[config.mk]
export PLATFORM = sky130hd
export DESIGN_NAME = ahb_lite_master
export DESIGN_NICKNAME = d
export VERILOG_FILES = /design/src/rtl/ahb_lite_master.sv
export SDC_FILE = /design/constraint.sdc
export NUM_CORES = 1
export LEC_CHECK = 0
export CORE_MARGIN = 1.5
export CORE_UTILIZATION = 35
export CTS_CLUSTER_DIAMETER = 200
export CTS_CLUSTER_SIZE = 14
export DETAILED_ROUTE_END_ITERATION = 12
export GPL_TIMING_DRIVEN = 0
export MAX_ROUTING_LAYER = met4
export PLACE_DENSITY = 0.71
export SYNTH_ARGS = -nofsm -noshare
export SYNTH_HDL_FRONTEND = slang
export SYNTH_SLANG_ARGS = --single-unit
[constraint.sdc]
create_clock -name HCLK -period 4.6 [get_ports HCLK]
set_input_delay 0.92 -clock HCLK [delete_from_list [all_inputs] [get_ports HCLK]]
set_output_delay 0.92 -clock HCLK [all_outputs]
set_load 0.01 [all_outputs]
[src/rtl/ahb_lite_master.sv]
// AHB-lite single-initiator bus master.
// Turns a valid/ready command stream into AHB-lite SINGLE transfers and returns
// one in-order response per command. A registered address stage drives the
// address-phase signals. A registered data stage drives HWDATA and watches
// HREADY/HRESP. The address phase of one command overlaps the data phase of
// the previous one, which gives one transfer per cycle when there are no wait
// states.
// Only DATA_W = 32 is supported, and ADDR_W must be at least 2.
module ahb_lite_master #(
    parameter int         ADDR_W    = 32,
    parameter int         DATA_W    = 32,
    parameter logic [3:0] HPROT_VAL = 4'b0011
) (
    input  logic              HCLK,
    input  logic              HRESET,
    input  logic              cmd_valid,
    output logic              cmd_ready,
    input  logic              cmd_write,
    input  logic [ADDR_W-1:0] cmd_addr,
    input  logic [1:0]        cmd_size,
    input  logic [DATA_W-1:0] cmd_wdata,
    output logic              rsp_valid,
    output logic [DATA_W-1:0] rsp_rdata,
    output logic              rsp_error,
    output logic              busy,
    output logic [ADDR_W-1:0] HADDR,
    output logic [1:0]        HTRANS,
    output logic              HWRITE,
    output logic [2:0]        HSIZE,
    output logic [2:0]        HBURST,
    output logic [3:0]        HPROT,
    output logic [DATA_W-1:0] HWDATA,
    input  logic              HREADY,
    input  logic [DATA_W-1:0] HRDATA,
    input  logic              HRESP
);

    // Only the two transfer types a SINGLE-only master ever issues.
    typedef enum logic [1:0] {
        TRANS_IDLE   = 2'b00,
        TRANS_NONSEQ = 2'b10
    } htrans_e;

    // Address stage: the transfer currently presented on the address bus.
    logic              a_vld_q,   a_vld_d;
    htrans_e           htrans_q,  htrans_d;
    logic [ADDR_W-1:0] haddr_q,   haddr_d;
    logic              hwrite_q,  hwrite_d;
    logic [1:0]        hsize_q,   hsize_d;
    logic [DATA_W-1:0] a_wdata_q, a_wdata_d;

    // Data stage: the transfer whose data phase is in progress.
    logic              d_vld_q,   d_vld_d;
    logic              d_write_q, d_write_d;
    logic [DATA_W-1:0] d_wdata_q, d_wdata_d;

    // Response registers: a single-cycle pulse after each data phase completes.
    logic              rsp_valid_q, rsp_valid_d;
    logic [DATA_W-1:0] rsp_rdata_q, rsp_rdata_d;
    logic              rsp_error_q, rsp_error_d;

    logic              cmd_accept;
    logic              addr_done;
    logic              data_done;
    logic [1:0]        eff_size;
    logic [ADDR_W-1:0] aligned_addr;

    // Handshake and size/alignment decode of the incoming command.
    // ready depends only on our own state and HREADY, never on cmd_valid.
    always_comb begin
        cmd_ready    = !HRESET && (!a_vld_q || HREADY);
        cmd_accept   = cmd_valid && cmd_ready;
        addr_done    = a_vld_q && HREADY;
        data_done    = d_vld_q && HREADY;
        eff_size     = (cmd_size == 2'd3) ? 2'd2 : cmd_size;
        aligned_addr = cmd_addr;
        if (eff_size == 2'd1) begin
            aligned_addr[0] = 1'b0;
        end else if (eff_size == 2'd2) begin
            aligned_addr[1:0] = 2'b00;
        end
    end

    // Address stage next state.
    // A new command replaces a finished address phase on the same edge.
    // With nothing new, a finished phase drops to IDLE and address/control hold.
    always_comb begin
        a_vld_d   = a_vld_q;
        htrans_d  = htrans_q;
        haddr_d   = haddr_q;
        hwrite_d  = hwrite_q;
        hsize_d   = hsize_q;
        a_wdata_d = a_wdata_q;
        if (cmd_accept) begin
            a_vld_d   = 1'b1;
            htrans_d  = TRANS_NONSEQ;
            haddr_d   = aligned_addr;
            hwrite_d  = cmd_write;
            hsize_d   = eff_size;
            a_wdata_d = cmd_wdata;
        end else if (addr_done) begin
            a_vld_d  = 1'b0;
            htrans_d = TRANS_IDLE;
        end
    end

    // Data stage next state.
    // A finished address phase moves into the data stage. Otherwise a finished
    // data phase simply empties it. Write data stays put through wait states.
    always_comb begin
        d_vld_d   = d_vld_q;
        d_write_d = d_write_q;
        d_wdata_d = d_wdata_q;
        if (addr_done) begin
            d_vld_d   = 1'b1;
            d_write_d = hwrite_q;
            d_wdata_d = a_wdata_q;
        end else if (data_done) begin
            d_vld_d = 1'b0;
        end
    end

    // Response capture: one pulse, registered from the completing data phase.
    always_comb begin
        rsp_valid_d = 1'b0;
        rsp_rdata_d = '0;
        rsp_error_d = 1'b0;
        if (data_done) begin
            rsp_valid_d = 1'b1;
            rsp_rdata_d = d_write_q ? '0 : HRDATA;
            rsp_error_d = HRESP;
        end
    end

    // All state registers. Synchronous reset wins and abandons in-flight work.
    always_ff @(posedge HCLK) begin
        if (HRESET) begin
            a_vld_q     <= 1'b0;
            htrans_q    <= TRANS_IDLE;
            haddr_q     <= '0;
            hwrite_q    <= 1'b0;
            hsize_q     <= 2'd0;
            a_wdata_q   <= '0;
            d_vld_q     <= 1'b0;
            d_write_q   <= 1'b0;
            d_wdata_q   <= '0;
            rsp_valid_q <= 1'b0;
            rsp_rdata_q <= '0;
            rsp_error_q <= 1'b0;
        end else begin
            a_vld_q     <= a_vld_d;
            htrans_q    <= htrans_d;
            haddr_q     <= haddr_d;
            hwrite_q    <= hwrite_d;
            hsize_q     <= hsize_d;
            a_wdata_q   <= a_wdata_d;
            d_vld_q     <= d_vld_d;
            d_write_q   <= d_write_d;
            d_wdata_q   <= d_wdata_d;
            rsp_valid_q <= rsp_valid_d;
            rsp_rdata_q <= rsp_rdata_d;
            rsp_error_q <= rsp_error_d;
        end
    end

    // Bus and response outputs driven straight from the stage registers.
    always_comb begin
        HADDR     = haddr_q;
        HTRANS    = htrans_q;
        HWRITE    = hwrite_q;
        HSIZE     = {1'b0, hsize_q};
        HBURST    = 3'b000;
        HPROT     = HPROT_VAL;
        HWDATA    = (d_vld_q && d_write_q) ? d_wdata_q : '0;
        busy      = a_vld_q || d_vld_q;
        rsp_valid = rsp_valid_q;
        rsp_rdata = rsp_rdata_q;
        rsp_error = rsp_error_q;
    end

endmodule

# Word level (Yosys, flattened, before mapping)
# Index checks and enable logic that the tools add are counted.
dict set report classes {
  eq_ne 3
  n_mux 12
  n_bitwise 1
  reduce_logical 13
}
# op n
set ops {}
lappend ops {{$mux W32} 1}
lappend ops {{$mux W2} 4}
lappend ops {{$mux W1} 7}
lappend ops {{$logic_and A1 B1 Y1} 5}
lappend ops {{$eq A2 B2 Y1 const B} 2}
lappend ops {{$reduce_bool A2 Y1} 2}
lappend ops {{$reduce_or A3 Y1} 1}
lappend ops {{$eq A2 B1 Y1 const B} 1}
lappend ops {{$logic_not A1 Y1} 2}
lappend ops {{$logic_or A1 B1 Y1} 2}
lappend ops {{$reduce_or A2 Y1} 1}
lappend ops {{$not A1 Y1} 1}
dict set report totals {
  inputBits 104
  reg_bits 137
}

# Logic depth before layout (Yosys ltp)
# Gate-level depths: netlist of run 1.
dict set report logic_depth {
  ltp_word 5
  mapped_depth 6
  mapped_depth_nobuf 3
}

# Worst setup path before layout of run 1
# No wires, ideal clock.
dict set report synth_path {
  path_kind {input to output}
  startpoint {input port HRESET}
  endpoint {output port cmd_ready}
  path_stages 4
  slack_ns 1.814
  path_buffers 3
  arrival_time_ns 1.866
  cell_sequence {clkbuf_1 > clkbuf_1 > buf_1 > nor2_1}
}
dict set report synth_via {
  elab_chain_cells 2
}
# item line_no
set synth_rtl {}
lappend synth_rtl {{from (decl)} 15} ;# input logic HRESET,
lappend synth_rtl {{$logic_not A1 Y1} 71} ;# cmd_ready = !HRESET && (!a_vld_q || HREADY);
lappend synth_rtl {{$logic_and A1 B1 Y1} 71}
lappend synth_rtl {{to (decl)} 17} ;# output logic cmd_ready,
# No other way between the ends.

# Final worst setup path of run 1
# Same ends and word-level chain as after synthesis.

==> out/qor.txt, run 1 <==
CP Max Fanout -> 10
Vias per cell -> 4.518
Core Rows -> 44
Clock Tree Buf Depth -> 2
Dpl cell area -> 7475 um2
Avg WL per Cell -> 14.88 um
Final Cycle Share -> 0.9358
CP endpoint kind -> output port
Hold path depth -> 2
Vias in the first global route -> 4459
Worst reg2reg path startpoint -> a_vld_q
Die H -> 124.3 um
Largest stage delay on the critical path -> 0.56 ns
Max IR drop VDD -> 0.0002388 V
Clock sinks -> 136
Post-CTS setup buffer count -> 0
Synthesized cell area -> 5146 um2
Final wirelength -> 13800 um
Placed cells -> 895
H-tree levels -> 4
Starting density of the core -> 0.3568
Grt total ovfl -> 0
PnR worst setup slack -> 0.2954 ns
DP HPWL -> 10400 um
Setup tns final -> 0 ns
Largest net degree at the start of global routing -> 17
Number of fill cells in the layout -> 1267
Power density over cell area -> 361.8 nW/um2
CTS tree -> yes
Clock transition at the registers of the reported paths -> 0.06 ns
WS Path Type -> primary input to output port
GP Congestion -> 0.8194
Io pins -> 217
Post-CTS Hold Buffers -> 0
CTS Buf Count -> 17
Chip width -> 124.3 um
Total track usage -> 0.1872
Sequential area share after synthesis -> 0.5291
Hold Path Class -> flop to flop
Max-cap violation count -> 0
Yosys reg bits -> 136
DRT iter0 DRCs -> 143
Place WS -> 0.1975 ns
Antenna Violating Nets Remaining -> 0
Syn Inst Count -> 497
Initial antenna violation count -> 0
Area Overhead vs Synth -> 56.63%
RSZ-0062 raised after global routing -> no
Fmax -> 232.3 MHz
Final Non-Filler Cells -> 927
Root Driver -> clkbuf_16
Core Box Area -> 14420 um2
Leakage Power -> 3.331 nW
Via count -> 4188
Setup-failing EPs final -> 0
Worst-Skew Late Latency -> 0.41 ns
R2r setup slk -> 2.78 ns
Hold Vio Cnt, Final -> 0
Slew headroom -> 0.6653
IO Port Bufs -> 207
Yosys warns -> 0
# resized after CTS -> 0
Synth cell types -> 20
Slowest CP cell -> clkdlybuf4s50_1
Status -> completed
Tmin final -> 4.305 ns
Most frequent cells in the layout -> 207 x clkdlybuf4s50_1, 136 x dfxtp_1, 68 x nand2_1, 66 x nor2b_1, 37 x mux2_2
Critical path required time -> 3.68 ns
Worst-case reg-to-reg path depth -> 6
Total power -> 2.917 mW
Hold Path Sink -> d_wdata_q[9]
Commonest non-fill, non-tap cell in the layout -> clkdlybuf4s50_1
First-pass GRT wire length -> 22310 um
Crit path DAT -> 3.38 ns
CP Launch Type -> primary input
Final-stage net count -> 834
Syn Area/Cell -> 10.35 um2
DRT Pass-1 Iters -> 4
Die ar. -> 15440 um2
R2R Path End -> a_wdata_q[25]
Cells along the critical path -> clkdlybuf4s50_1 -> clkbuf_1 -> clkbuf_1 -> buf_1 -> nor2_1 -> clkdlybuf4s50_1
DRC Markers -> 0
Slew Viols, Final -> 0
Diode count -> 0
Fin area -> 8060 um2
Fraction of layout cells with a size suffix above 1 -> 0.1494
Worst-Margin Slew -> 0.5020 ns
Clock Skew -> 0.008446 ns
Min-delay src -> a_wdata_q[9]
[critical path, delay by kind of cell]
family        cells  cell delay, ns
simple gates      1            0.13
buf+inv           5            2.32
[metal layers]
layer | track usage | routed length (um) | up-vias
li1 | - | - | 2062
met1 | 0.2137 | 5824 | 1953
met2 | 0.3061 | 6823 | 141
met3 | 0.05112 | 731 | 32
met4 | 0.08654 | 416 | 0
met5 | - | 0 | -
[sequential cells by signal, indices dropped and copies added, names as in the netlist, 2 cells and up]
register	count
a_wdata_q	32
rsp_rdata	32
hsize_q	2
d_wdata_q	32
HADDR	32
[cells in the mapped netlist, drive strengths merged]
library cell | instances | area, um2
and3b | 1 | 8.760
or2 | 1 | 6.260
mux2 | 64 | 822.0
nand2 | 68 | 255.2
and2 | 34 | 212.7
buf | 19 | 138.9
nor2 | 4 | 15.01
nand2b | 6 | 37.54
clkbuf | 26 | 97.59
dfxtp | 136 | 2723
nor2b | 66 | 412.9
a21oi | 34 | 170.2
or3b | 1 | 8.760
and3 | 32 | 200.2
mux2i | 3 | 30.03
conb | 2 | 7.510
[area by class of cell]
cell class	count	area (um2)	share of cell area
sequential	136	2723	0.3378
clock inverter	8	93.84	0.01164
clock buffer	24	491.7	0.06101
tap	184	230.2	0.02856
timing repair buffer	207	2072	0.2571
multi-input combinational	323	2213	0.2746
buffer	45	236.5	0.02934
[power breakdown]
part	switching (mW)	internal, mW
sequential	0.0268	1.23
clock	0.483	0.851
combinational	0.112	0.209
total	0.622	2.29
[how the worst max path moves through the flow]
| stage | from | end | slack [ns] | cells past startpoint |
|---|---|---|---|---|
| CTS | HRESET | cmd_ready | 0.19 | 6 |
| global route | HRESET | cmd_ready | 0.02 | 6 |
| finish | HRESET | cmd_ready | 0.30 | 6 |
| global placement | HRESET | cmd_ready | 0.19 | 6 |
| floorplan | HRESET | cmd_ready | 1.81 | 4 |
| detailed placement | HRESET | cmd_ready | 0.20 | 6 |
[kinds of logic (layout without fill, tap and decap cells)]
logic type             count (synthesis)  count (layout)  share of synthesized area
flip-flops                           136             136                     0.5291
AO/OA/AOI/OAI                         34              34                    0.03307
multiplexers                          67              67                     0.1656
other                                  2               9                   0.001459
AND/OR/NAND/NOR                      213             213                     0.2249
buffers and inverters                 45             284                    0.04595
[per-stage QoR]
stage / hold WS [ns] / utilization
CTS: 0.4498 / 0.5588
detailed placement: 0.4408 / 0.5182
floorplan: 0.4273 / -
global route: 0.4629 / 0.5588
finish: 0.4475 / 0.5588
global placement: 0.4355 / 0.5182
Note: power is estimated with default switching activity, not from simulation.
==> run 2: changes to the inputs <==
PLACE_DENSITY = 0.79   (was 0.71)
==> run 2 against run 1 <==
  * Count of clock-buffer cells in the layout decreased by 6
  * Sequential cell count unchanged
  * Register-to-register slack improved by 0.03 ns
  * Clock power increased by 8%
  * Design area increased by 0.54%
  * Critical path depth unchanged
==> out/qor.txt, run 2 (synthesis results as in run 1) <==
Status -> completed
CP endpoint kind -> output port
Hold Path Sink -> d_wdata_q[0]
Worst hold margin -> 0.4436 ns (-0.003853 ns)
DP HPWL -> 9774 um (-6.1%)
Fraction of layout cells with a size suffix above 1 -> 0.1534 (+0.004038)
Power density over cell area -> 372.7 nW/um2 (+3.0%)
Setup tns final -> 0 ns (unchanged)
Hold path depth -> 2 (unchanged)
Worst-case reg-to-reg path depth -> 6 (unchanged)
Metal-1 WL -> 5626 um (-3.4%)
Chip width -> 124.3 um (unchanged)
Worst-Skew Late Latency -> 0.41 ns (about the same)
Final Cycle Share -> 0.9154 (-0.02036)
DRC Markers -> 0 (unchanged)
CP Max Fanout -> 10 (unchanged)
Place WS -> 0.1316 ns (-0.06587 ns)
Slowest CP cell -> clkdlybuf4s50_1
Vias in the first global route -> 4118 (-7.6%)
Critical path required time -> 3.68 ns (about the same)
Top Family by Delay on Critical Path -> buffers and inverters
Grt total ovfl -> 0 (unchanged)
DRT Pass-1 Iters -> 4 (unchanged)
CP Launch Type -> primary input
Dpl cell area -> 7475 um2 (unchanged)
Via count -> 4070 (-2.8%)
Placed cells -> 895 (unchanged)
Commonest non-fill, non-tap cell in the layout -> clkdlybuf4s50_1
H-tree levels -> 4 (unchanged)
Slew Viols, Final -> 0 (unchanged)
Core Rows -> 44 (unchanged)
Max-cap violation count -> 0 (unchanged)
Wire length on met3 -> 890 um (+22%)
Antenna Violating Nets Remaining -> 0 (unchanged)
Largest stage delay on the critical path -> 0.60 ns (+0.04 ns)
Worst-Margin Slew -> 0.5528 ns (+0.05080 ns)
Leakage Power -> 3.337 nW (+0.20%)
Clock Skew -> 0.008708 ns (+0.0002620 ns)
Crit. Startpoint -> HRESET
DR top layer -> met4
RSZ-0062 raised after global routing -> no
Buf+Inv Stages, Crit Path -> 5 (unchanged)
Setup-failing EPs final -> 0 (unchanged)
GP Congestion -> 0.7467 (-8.9%)
R2R Path End -> a_wdata_q[19]
R2r setup slk -> 2.81 ns (+0.03 ns)
First-pass GRT wire length -> 20890 um (-6.3%)
Vias per cell -> 4.386 (-2.9%)
Total power -> 3.020 mW (+3.6%)
Crit path DAT -> 3.29 ns (-0.09 ns)
Clock sinks -> 136 (unchanged)
Hold Vio Cnt, Final -> 0 (unchanged)
IO Port Bufs -> 207 (unchanged)
Hold Path Class -> flop to flop
Min-delay src -> a_wdata_q[0]
CTS Buf Count -> 17 (unchanged)
PnR worst setup slack -> 0.3890 ns (+0.09367 ns)
Largest net degree at the start of global routing -> 17 (unchanged)
WS Path Type -> primary input to output port
DRT iter0 DRCs -> 119 (-17%)
Final Non-Filler Cells -> 928 (+0.11%)
Core Box Area -> 14420 um2 (unchanged)
Fmax -> 237.5 MHz (+2.2%)
Final wirelength -> 13220 um (-4.2%)
Clock Tree Buf Depth -> 2 (unchanged)
Max IR drop VDD -> 0.0003008 V (+26%)
Cells along the critical path -> clkdlybuf4s50_1 -> clkbuf_2 -> clkbuf_1 -> buf_1 -> nor2_1 -> clkdlybuf4s50_1
Io pins -> 217 (unchanged)
Tmin final -> 4.211 ns (-0.09367 ns)
Area Overhead vs Synth -> 57.48%
Die H -> 124.3 um (unchanged)
Root Driver -> clkbuf_16
WL met2 -> 6459 um (-5.3%)
Total track usage -> 0.1787 (-0.008509)
Initial antenna violation count -> 1 (+1)
Most used cell, CP -> clkdlybuf4s50_1
Slew headroom -> 0.6315 (-0.03387)
Avg WL per Cell -> 14.25 um (-4.3%)
CTS tree -> yes
Fin util -> 0.5618 (+0.003036)
Starting density of the core -> 0.3568 (unchanged)
Fin area -> 8104 um2 (+0.54%)
Die ar. -> 15440 um2 (unchanged)
Worst reg2reg path startpoint -> a_vld_q
Most frequent cells in the layout -> 207 x clkdlybuf4s50_1, 136 x dfxtp_1, 68 x nand2_1, 66 x nor2b_1, 37 x mux2_2
Final-stage net count -> 834 (unchanged)
Clock transition at the registers of the reported paths -> 0.05 ns (about the same)
==> run 2: worst min-delay path, cell delays in order (launching register included) <==
cell and delay [ns]:
dfxtp_1 0.30, nand2_1 0.05, a21oi_1 0.05
==> run 2: per-layer routing <==
metal  global-route usage  vias to the layer above
met5                    -                        -
met1               0.1979                     1851
met2               0.2957                      129
li1                     -                     2069
met3              0.06229                       21
met4              0.06897                        0
==> run 2: timing repair <==
item                                    in CTS  in global routing
setup buffers                                0                  0
hold buffers                                 0                  0
resized for setup                            0                  2
hold endpoints to repair                     0                  0
endpoints found under the setup margin       0                  1
==> run 2: layout make-up <==
class / count / area (um2)
antenna: 1 / 2.502
sequential: 136 / 2723
buffer: 45 / 237.7
multi-input combinational: 323 / 2213
fill: 1280 / 6320
tap: 184 / 230.2
clock inverter: 14 / 196.4
timing repair buffer: 207 / 2072
clock buffer: 18 / 429.2
==> run 2: worst max path at each step <==
| stage | to | depth (start not counted) |
|---|---|---|
| 6_report | cmd_ready | 6 |
| 5_1_grt | cmd_ready | 6 |
| 4_1_cts | cmd_ready | 6 |
| 3_5_place_dp | cmd_ready | 6 |
| 3_3_place_gp | cmd_ready | 6 |
| 2_1_floorplan | cmd_ready | 4 |
==> run 2: where the power goes <==
part | internal (mW) | switching, mW | total, mW
combinational | 0.209 | 0.112 | 0.321
sequential | 1.23 | 0.0253 | 1.26
clock | 0.911 | 0.530 | 1.44
total | 2.35 | 0.667 | 3.02
==> run 3: changes to the inputs <==
CELL_PAD_IN_SITES_DETAIL_PLACEMENT = 0   (was unset)
CELL_PAD_IN_SITES_GLOBAL_PLACEMENT = 1   (was unset)
CORE_UTILIZATION = 34   (was 35)
PLACE_DENSITY = 0.95   (was 0.79)
==> run 3 against run 2 <==
  * Critical endpoint unchanged
  * Maximum frequency grew 0.79%
  * Non-clock buffer count unchanged
  * Via count grew 1.7%
  * Sequential share of layout area shrank 0.072 points
  * Die area rose by 2.9%
  * Count of clock-buffer cells in the layout grew 5
  * Power grew 1.8%
  * The run now ends with DRC left
  * Combinational power is essentially flat
  * Sequential cell count is the same
  * Sequential power about the same
  * Clock power increased by 3%
  * Register-to-register slack got worse by 0.03 ns
==> out/qor.txt, run 3 (synthesis results as in run 1) <==
Status -> finished, violations left
Failing checks -> DRC
CTS Buf Count -> 17 (unchanged)
Diode count -> 0 (-1)
Combinational share of power -> 0.105 (about the same)
Root Driver -> clkbuf_16
Io pins -> 217 (unchanged)
Max-cap violation count -> 0 (unchanged)
Vias per cell -> 4.469 (+1.9%)
Net switching power -> 0.6305 mW (-5.4%)
DP HPWL -> 10290 um (+5.3%)
Avg WL per Cell -> 15.02 um (+5.4%)
Chip width -> 126.0 um (+1.4%)
Hold Path Class -> flop to flop
Dpl cell area -> 7475 um2 (unchanged)
Slew Viols, Final -> 0 (unchanged)
CP Launch Type -> primary input
Cell Int Power -> 2.444 mW (+3.8%)
Worst-Skew Late Latency -> 0.41 ns (about the same)
Via count -> 4138 (+1.7%)
Worst-Margin Slew -> 0.5284 ns (-0.02439 ns)
Hold Vio Cnt, Final -> 0 (unchanged)
Number of fill cells in the layout -> 1268 (-0.94%)
Core Rows -> 44 (unchanged)
Hold Path Sink -> d_wdata_q[23]
Largest net degree at the start of global routing -> 17 (unchanged)
DRT iter0 DRCs -> 163 (+37%)
Reg power frac -> 0.410 (-0.007)
Post-CTS setup buffer count -> 0 (unchanged)
Final Cycle Share -> 0.9082 (-0.007215)
Slowest CP cell -> clkdlybuf4s50_1
Final Non-Filler Cells -> 926 (-0.22%)
Worst reg2reg path startpoint -> a_vld_q
CP Max Fanout -> 10 (unchanged)
DRT Pass-1 Iters -> 8 (+4)
Clock Skew -> 0.008963 ns (+0.0002554 ns)
GP Congestion -> 0.7442 (-0.33%)
Clock transition at the registers of the reported paths -> 0.06 ns (about the same)
Grt total ovfl -> 0 (unchanged)
Commonest non-fill, non-tap cell in the layout -> clkdlybuf4s50_1
Switch share -> 0.2051 (-0.01564)
Buf+Inv Stages, Crit Path -> 5 (unchanged)
Tmin final -> 4.178 ns (-0.03319 ns)
Hold path depth -> 2 (unchanged)
Top Family by Delay on Critical Path -> buffers and inverters
Critical path required time -> 3.68 ns (about the same)
Critical path depth -> 6 (unchanged)
Final-stage net count -> 834 (unchanged)
Max IR drop VDD -> 0.0002419 V (-20%)
Fmax -> 239.4 MHz (+0.79%)
Area Overhead vs Synth -> 57.82%
Fin area -> 8122 um2 (+0.22%)
Initial antenna violation count -> 0 (-1)
Most used cell, CP -> clkdlybuf4s50_1
Antenna Violating Nets Remaining -> 0 (unchanged)
Clock network power share -> 0.485 (+0.008)
Slew headroom -> 0.6477 (+0.01626)
DRC Markers -> 9 (+9)
Cells along the critical path -> clkdlybuf4s50_1 -> clkbuf_2 -> clkbuf_1 -> buf_1 -> nor2_1 -> clkdlybuf4s50_1
H-tree levels -> 4 (unchanged)
R2R Path End -> a_wdata_q[15]
IO Port Bufs -> 207 (unchanged)
WS Path Type -> primary input to output port
Setup-failing EPs final -> 0 (unchanged)
Starting density of the core -> 0.3514 (-0.005365)
CTS tree -> yes
Power density over cell area -> 378.6 nW/um2 (+1.6%)
Min-delay src -> d_wdata_q[23]
Die H -> 126.0 um (+1.4%)
Worst-case reg-to-reg path depth -> 6 (unchanged)
Crit path DAT -> 3.26 ns (-0.03 ns)
Clock sinks -> 136 (unchanged)
Leakage Power -> 3.353 nW (+0.48%)
Worst hold margin -> 0.4495 ns (+0.005908 ns)
Largest stage delay on the critical path -> 0.57 ns (-0.03 ns)
Clock Tree Buf Depth -> 2 (unchanged)
R2r setup slk -> 2.78 ns (-0.03 ns)
CP endpoint kind -> output port
RSZ-0062 raised after global routing -> no
Final wirelength -> 13910 um (+5.2%)
First-pass GRT wire length -> 21440 um (+2.6%)
Total track usage -> 0.1797 (+0.001068)
Core Box Area -> 14640 um2 (+1.5%)
Vias in the first global route -> 4387 (+6.5%)
Fraction of layout cells with a size suffix above 1 -> 0.1496 (-0.003836)
Setup tns final -> 0 ns (unchanged)
Most frequent cells in the layout -> 207 x clkdlybuf4s50_1, 136 x dfxtp_1, 68 x nand2_1, 66 x nor2b_1, 37 x mux2_2
Die ar. -> 15880 um2 (+2.9%)
Placed cells -> 895 (unchanged)
## run 3: cell count changes in the layout (fill, tap and decap cells not counted), moves of 2 or more
cell        delta
clkinvlp_4     -2
clkbuf_8       +3
clkinv_4       -2
inv_6          -3
clkbuf_1       +2
## run 3: layout make-up
cell class	count	area [um2]	area share
flip-flops and latches	136	2723	0.3352
multi-input cells	323	2213	0.2725
repair buffers	207	2072	0.2551
clock buffers	23	478.0	0.05885
plain buffers	45	237.7	0.02927
well taps	184	230.2	0.02835
clock inverters	8	167.7	0.02064
## run 3: repair_timing
action                                  4_1_cts  5_1_grt
hold buffers                                  0        0
resized for setup                             0        2
endpoints found under the hold margin         0        0
endpoints found under the setup margin        0        1
## run 3: how the worst max path moves through the flow
stage           start   endpoint  slack (ns)
2_1_floorplan  HRESET  cmd_ready        1.81
3_3_place_gp   HRESET  cmd_ready        0.16
3_5_place_dp   HRESET  cmd_ready        0.12
4_1_cts        HRESET  cmd_ready        0.12
5_1_grt        HRESET  cmd_ready        0.20
6_report       HRESET  cmd_ready        0.42
## run 3: worst reg2reg max path: stages (launching register included)
cell	delay (ns)
dfxtp_1	0.37
nor2b_1	0.24
or3b_1	0.14
clkbuf_1	0.18
buf_4	0.24
buf_6	0.21
mux2_4	0.32
## run 3: per-stage QoR
stage | utilization | setup slack (ns) | power, mW
floorplan | - | 1.814 | 1.429
global placement | 0.5104 | 0.1595 | 1.600
detailed placement | 0.5104 | 0.1241 | 1.608
CTS | 0.5545 | 0.1170 | 3.101
global route | 0.5546 | 0.2043 | 3.183
finish | 0.5546 | 0.4222 | 3.074
## run 3: routing by layer
layer	vias up	global-route usage	routed length (um)
li1	2062	-	-
met1	1927	0.2007	6021
met2	131	0.3035	6829
met3	18	0.05947	796
met4	0	0.05882	258
met5	-	-	0
## run 3: power groups by stage
stage	Clock, mW	Combinational, mW	Sequential, mW
after CTS	1.51	0.326	1.26
final	1.49	0.322	1.26
after detailed placement	0	0.323	1.28
after global routing	1.57	0.347	1.27
after global placement	0	0.317	1.28
after floorplan	0	0.138	1.29
